`src/rtl/fft_disp_pkg.sv`:
```
// Shared constants and write-side state encoding for the spectrum display buffer.
package fft_disp_pkg;

  localparam int N_POINTS_DEF = 128;
  localparam int DISP_W       = 8;

  typedef enum logic [1:0] {
    W_FILL = 2'd0,
    W_DROP = 2'd1,
    W_FULL = 2'd2
  } wr_state_e;

endpackage

```
`src/rtl/spectrum_dpram.sv`:
```
// Two-bank spectrum store: one write port, one read port with one cycle registered latency.
// No flow control; a write and a read to any address may occur every cycle.
module spectrum_dpram #(
  parameter int DEPTH = 256,
  parameter int AW    = 8,
  parameter int DW    = 8
) (
  input  logic          clk_i,
  input  logic          wr_en_i,
  input  logic [AW-1:0] wr_addr_i,
  input  logic [DW-1:0] wr_dat_i,
  input  logic [AW-1:0] rd_addr_i,
  output logic [DW-1:0] rd_dat_o
);

  logic [DW-1:0] mem_q [DEPTH];

  always_ff @(posedge clk_i) begin
    if (wr_en_i) begin
      mem_q[wr_addr_i] <= wr_dat_i;
    end
    rd_dat_o <= mem_q[rd_addr_i];
  end

endmodule

```
`src/rtl/fft_spectrum_buf.sv`:
```
// Ping-pong buffer between an FFT magnitude stream and an LCD spectrum display; fft_data lags fft_point_cnt by one cycle.
// fft_ready drops once a frame is complete and stays low until the next LCD frame_start swaps banks.
module fft_spectrum_buf
  import fft_disp_pkg::*;
#(
  parameter int N_POINTS = N_POINTS_DEF,
  parameter int MAG_W    = 16,
  parameter int SHIFT    = 8
) (
  input  logic             lcd_pclk,
  input  logic             rst_n,
  input  logic             fft_valid,
  input  logic             fft_last,
  input  logic [MAG_W-1:0] fft_mag,
  output logic             fft_ready,
  input  logic             frame_start,
  input  logic             data_req,
  input  logic             fft_point_done,
  output logic [7:0]       fft_point_cnt,
  output logic [7:0]       fft_data,
  output logic             buf_swapped
);

  localparam int IDX_W = (N_POINTS > 1) ? $clog2(N_POINTS) : 1;
  localparam int AW    = IDX_W + 1;
  localparam logic [IDX_W-1:0] LAST_IDX = IDX_W'(N_POINTS - 1);

  wr_state_e          state_q, state_d;
  logic [IDX_W-1:0]   wr_idx_q, wr_idx_d;
  logic               front_q, front_d;
  logic               valid_q, valid_d;
  logic               swap_q, swap_d;
  logic               rd_vld_q;
  logic               dreq_q;
  logic [IDX_W-1:0]   cnt_q, cnt_d;
  logic               accept;
  logic               wr_en;
  logic [MAG_W-1:0]   shifted;
  logic [DISP_W-1:0]  wr_dat;
  logic [DISP_W-1:0]  rd_dat;

  assign fft_ready = rst_n && (state_q != W_FULL);
  assign accept    = fft_valid && fft_ready;

  assign shifted = fft_mag >> SHIFT;
  assign wr_dat  = (shifted > MAG_W'(255)) ? 8'hFF : shifted[DISP_W-1:0];

  always_comb begin
    state_d  = state_q;
    wr_idx_d = wr_idx_q;
    front_d  = front_q;
    valid_d  = valid_q;
    swap_d   = 1'b0;
    wr_en    = 1'b0;
    case (state_q)
      W_FILL: begin
        if (accept) begin
          wr_en    = 1'b1;
          wr_idx_d = wr_idx_q + 1'b1;
          if (fft_last) begin
            state_d = W_FULL;
          end else if (wr_idx_q == LAST_IDX) begin
            state_d = W_DROP;
          end
        end
      end
      W_DROP: begin
        if (accept && fft_last) begin
          state_d = W_FULL;
        end
      end
      W_FULL: begin
        // Only a completed frame may be exposed to the display.
        if (frame_start) begin
          front_d  = ~front_q;
          wr_idx_d = '0;
          state_d  = W_FILL;
          swap_d   = 1'b1;
          valid_d  = 1'b1;
        end
      end
      default: state_d = W_FILL;
    endcase
  end

  always_comb begin
    cnt_d = cnt_q;
    if (fft_point_done) begin
      cnt_d = '0;
    end else if (data_req && !dreq_q && (cnt_q != LAST_IDX)) begin
      cnt_d = cnt_q + 1'b1;
    end
  end

  always_ff @(posedge lcd_pclk) begin
    if (!rst_n) begin
      state_q  <= W_FILL;
      wr_idx_q <= '0;
      front_q  <= 1'b0;
      valid_q  <= 1'b0;
      swap_q   <= 1'b0;
      rd_vld_q <= 1'b0;
      dreq_q   <= 1'b0;
      cnt_q    <= '0;
    end else begin
      state_q  <= state_d;
      wr_idx_q <= wr_idx_d;
      front_q  <= front_d;
      valid_q  <= valid_d;
      swap_q   <= swap_d;
      rd_vld_q <= valid_q;
      dreq_q   <= data_req;
      cnt_q    <= cnt_d;
    end
  end

  spectrum_dpram #(
    .DEPTH (2 * N_POINTS),
    .AW    (AW),
    .DW    (DISP_W)
  ) u_ram (
    .clk_i     (lcd_pclk),
    .wr_en_i   (wr_en),
    .wr_addr_i ({~front_q, wr_idx_q}),
    .wr_dat_i  (wr_dat),
    .rd_addr_i ({front_q, cnt_q}),
    .rd_dat_o  (rd_dat)
  );

  // rd_vld_q trails valid_q so the read issued before the first swap is never shown.
  assign fft_data      = rd_vld_q ? rd_dat : 8'h00;
  assign fft_point_cnt = 8'(cnt_q);
  assign buf_swapped   = swap_q;

endmodule
```
`config.mk`:
```
export PLATFORM = sky130hd
export DESIGN_NAME = fft_spectrum_buf
export DESIGN_NICKNAME = d
export VERILOG_FILES = /design/src/rtl/fft_disp_pkg.sv /design/src/rtl/spectrum_dpram.sv /design/src/rtl/fft_spectrum_buf.sv
export SDC_FILE = /design/constraint.sdc
export NUM_CORES = 2
export LEC_CHECK = 0
export CORE_MARGIN = 2
export CORE_UTILIZATION = 25
export CTS_CLUSTER_DIAMETER = 120
export DETAILED_ROUTE_END_ITERATION = 8
export HOLD_SLACK_MARGIN = 0.1
export SLEW_MARGIN = 10
export SYNTH_ARGS = -nofsm -noshare
export SYNTH_HDL_FRONTEND = slang
export SYNTH_SLANG_ARGS = --single-unit
```
`constraint.sdc`:
```
create_clock -name lcd_pclk -period 6.3 [get_ports lcd_pclk]
set_input_delay 1.26 -clock lcd_pclk [delete_from_list [all_inputs] [get_ports lcd_pclk]]
set_output_delay 1.26 -clock lcd_pclk [all_outputs]
set_load 0.01 [all_outputs]
```
==> summary.txt <==
Outcome
  • Status: finished with violations
  • Failing checks: max-capacitance violations, max-slew violations

Clock tree
  • Clk root buf: clkbuf_16
  • Clk slew on worst S/H paths: 0.06 ns
  • Post-CTS Resized: 0
  • Num CTS Buffers: 207
  • TritonCTS clock tree: done
  • CTS Hold Bufs: 0
  • # H-tree levels: 4
  • Postcts setup bufs: 0
  • Sink Count: roughly 2100
  • Max Buffers Root-to-Sink: 3
  • Skew-Pair Late Insertion Delay: roughly 0.85 ns

Logic synthesis
  • Post-synthesis cell type count: 84
  • Register area share after synthesis: 0.7688
  • Post-synth top area share: 0.7616
  • Ys flop type: edfxtp_1
  • Post-synth EDFFs: 2048
  • Seq cells post-synth: 2077
  • Syn_area_per_cell: 20.95 µm²
  • Synth Warn #: 0
  • Post-synthesis net count: approximately 3900
  • Area contributors post-synth: edfxtp_1, mux4_2, mux2i_1, nor2_1, dfxtp_1
  • Asr flop ratio synth: 0
  • Mapped Area: a little over 0.08 mm²
  • Cell taking the most area after synthesis: edfxtp_1
  • Post-synthesis cell count: around 3900

Floorplanning
  • Core area: 0.3211 mm²
  • Core Rows: 208
  • Die width: 572.3 µm
  • Die Span Y: 572.3 µm
  • # IOs: 41
  • Die ar.: 0.3276 mm²
  • Starting Density: 0.2514

STA
  • Final Hold Fails: 0
  • Setup TNS after final layout: 0 ns
  • RSZ-0062 raised after global routing: false
  • Final Slew Violations: 11
  • Post-layout min period: 4.645 ns
  • Fin crit share: 0.7373
  • Tightest Pin Transition: 1.505 ns
  • Final setup fails: 0
  • F_max: 0.2153 GHz
  • Max_slew headroom: -0.005905
  • Worst Skew: about 0.034 ns

Final layout
  • Most frequent cells in the layout: edfxtp_1, mux4_2, nor2_1, clkbuf_16, mux2i_1
  • Most common cell after layout, fill and taps aside: edfxtp_1
  • Fin area: 0.09293 mm²
  • Multi-input logic area: about 0.017 mm²
  • Seq. cell area: 0.06210 mm²
  • Fill count: around 31000
  • Synthesis-to-finish area growth: 15.09%
  • # nets final: 4026
  • Ratio of cells with drive above 1 in the final layout: 0.2180

GRT
  • Grt met2 use: 0.2154
  • Gr usage total: 0.1337
  • Initial antenna violation count: 9
  • GR Layer Usage met3: 0.02788
  • Vias in the first global route: 40259
  • Busiest grt layer: met2
  • Largest net degree at the start of global routing: 198
  • First-pass GRT wire length: 312700 µm
  • GR Overflow Total: 0
  • Met1 Track Usage GR: 0.1786

Power
  • Clock power share: 0.429
  • Max VDD drop: 0.2894 mV
  • Net Sw Frac: 0.2036
  • Pwr dens: 300.7 mW/mm²
  • Internal power: approximately 22 mW
  • Leakage: 27.08 nW
  • Reg power frac: 0.544
  • Logic pwr share: 0.027
  • Switching power: 5.690 mW

Flow run
  • Max cap viols: 1

Worst setup path
  • Crit-path max FO: 35
  • Crit. End Element: flip-flop
  • Crit path arrival time: between 5 and 6 ns
  • WP data required: 6.96 ns
  • WS Path Type: flip-flop to flip-flop
  • CP startpoint kind: flip-flop

Routing
  • Pre-Repair DR Iteration Count: 5
  • Drt drc: 0
  • Drt total wl: 223500 µm
  • Vias: 40537
  • Mean number of vias per cell: about 4.8
  • Routed wire per std cell: approximately 26 µm
  • DRC marker count from the first detailed-route iteration: 5419
  • Antenna viol nets, final: 0

Place
  • PortBufs: 31
  • Post-DP HPWL: 135100 µm
  • GPL Wtd Cong: 0.8334
  • Post-Place Cell Area: between 0.08 and 0.09 mm²

Worst hold path
  • Path category of the worst min-delay check: flip-flop to flip-flop
[cells by family (layout without fill, tap and decap cells)]
logic type               Yosys count  in the layout  synth area share
XOR/XNOR                          11             11          0.001193
flip-flops                      2077           2077            0.7688
adder cells (fa/ha/maj)            5              5         0.0007747
AND/OR/NAND/NOR                  490            490           0.02623
buffers and inverters            247            562           0.01870
other                              1              7        0.00004644
multiplexers                     638            638            0.1484
AO/OA/AOI/OAI                    385            385           0.03581
[sequential cells by signal (all words and copies together) (netlist names)]
register and count:
state_q 2, dreq_q 1, u_ram.mem_q 2048, cnt_q 7, rd_vld_q 1, u_ram.rd_dat_o 8
valid_q 1, buf_swapped 1, front_q 1, wr_idx_q 7
[layer usage]
metal,part of all wire,vias to the layer above
li1,-,16391
met1,0.40,21794
met2,0.48,2024
met3,0.087,326
met4,0.033,2
met5,0.000058,-
[power groups by stage]
| stage | Combinational (mW) | Clock, mW | Sequential (mW) |
|---|---|---|---|
| finish | 0.742 | 12.0 | 15.2 |
| global route | 0.786 | 12.7 | 15.2 |
| CTS | 0.749 | 12.1 | 15.2 |
| detailed placement | 0.749 | 0 | 15.5 |
| global placement | 0.729 | 0 | 15.5 |
| floorplan | 0.374 | 0 | 15.5 |
[Yosys cell counts, types with 7 or more instances]
cell type     n
edfxtp_1   2048
mux4_2      438
nor2_1      288
mux2i_1     188
clkbuf_1     93
nand2_1      85
a21oi_1      76
buf_2        73
a22oi_1      64
o221ai_1     42
a221oi_1     34
nand3_1      33
dfxtp_1      29
buf_4        26
buf_6        24
and2_1       23
o21ai_0      22
a211oi_1     20
a22o_1       19
o22ai_1      18
buf_8        10
nor2b_1      10
a211o_1       9
inv_1         9
nand2b_1      9
nand4_1       9
nor3_1        8
xnor2_1       8
mux4_1        7
o32ai_1       7
[final cells by class]
class	count	share of cell area
multi-input combinational	1530	0.1854
sequential	2077	0.6682
clock buffer	278	0.06095
clock inverter	102	0.009815
inverter	12	0.0004847
antenna	6	0.0001616
timing repair buffer	170	0.01704
tap	4305	0.05796
[worst max-delay path, stage by stage (launching register included)]
cell,delay (ns)
dfxtp_4,0.82
nand3b_1,1.06
buf_4,0.59
o221ai_1,0.21
a211oi_1,0.15
a211oi_1,0.74
nor3_1,0.14
o32ai_1,0.70
[through the flow]
step / utilization / worst slack, ns / std cells / hold slack, ns / power, mW
global route: 0.2894 / 1.726 / 8476 / 0.4891 / 28.67
CTS: 0.2893 / 1.780 / 8474 / 0.4763 / 28.09
floorplan: - / 3.342 / 3854 / 0.4200 / 15.86
finish: 0.2894 / 1.655 / 8480 / 0.4773 / 27.94
detailed placement: 0.2689 / 1.188 / 8094 / 0.4543 / 16.24
global placement: 0.2688 / 1.149 / 8094 / 0.4405 / 16.22
[path summary, 6_finish.rpt]
check	start	endpoint	slack (ns)	cells after the start
max	cnt_q[3]$_SDFFE_PP0P_	u_ram.rd_dat_o[2]$_DFF_P_	1.66	7
min	valid_q$_SDFFE_PN0P_	rd_vld_q$_SDFF_PN0_	0.48	1
min reg2reg	valid_q$_SDFFE_PN0P_	rd_vld_q$_SDFF_PN0_	0.48	1
max reg2reg	cnt_q[3]$_SDFFE_PP0P_	u_ram.rd_dat_o[2]$_DFF_P_	1.66	7
Note: power is estimated with default switching activity, not from simulation.
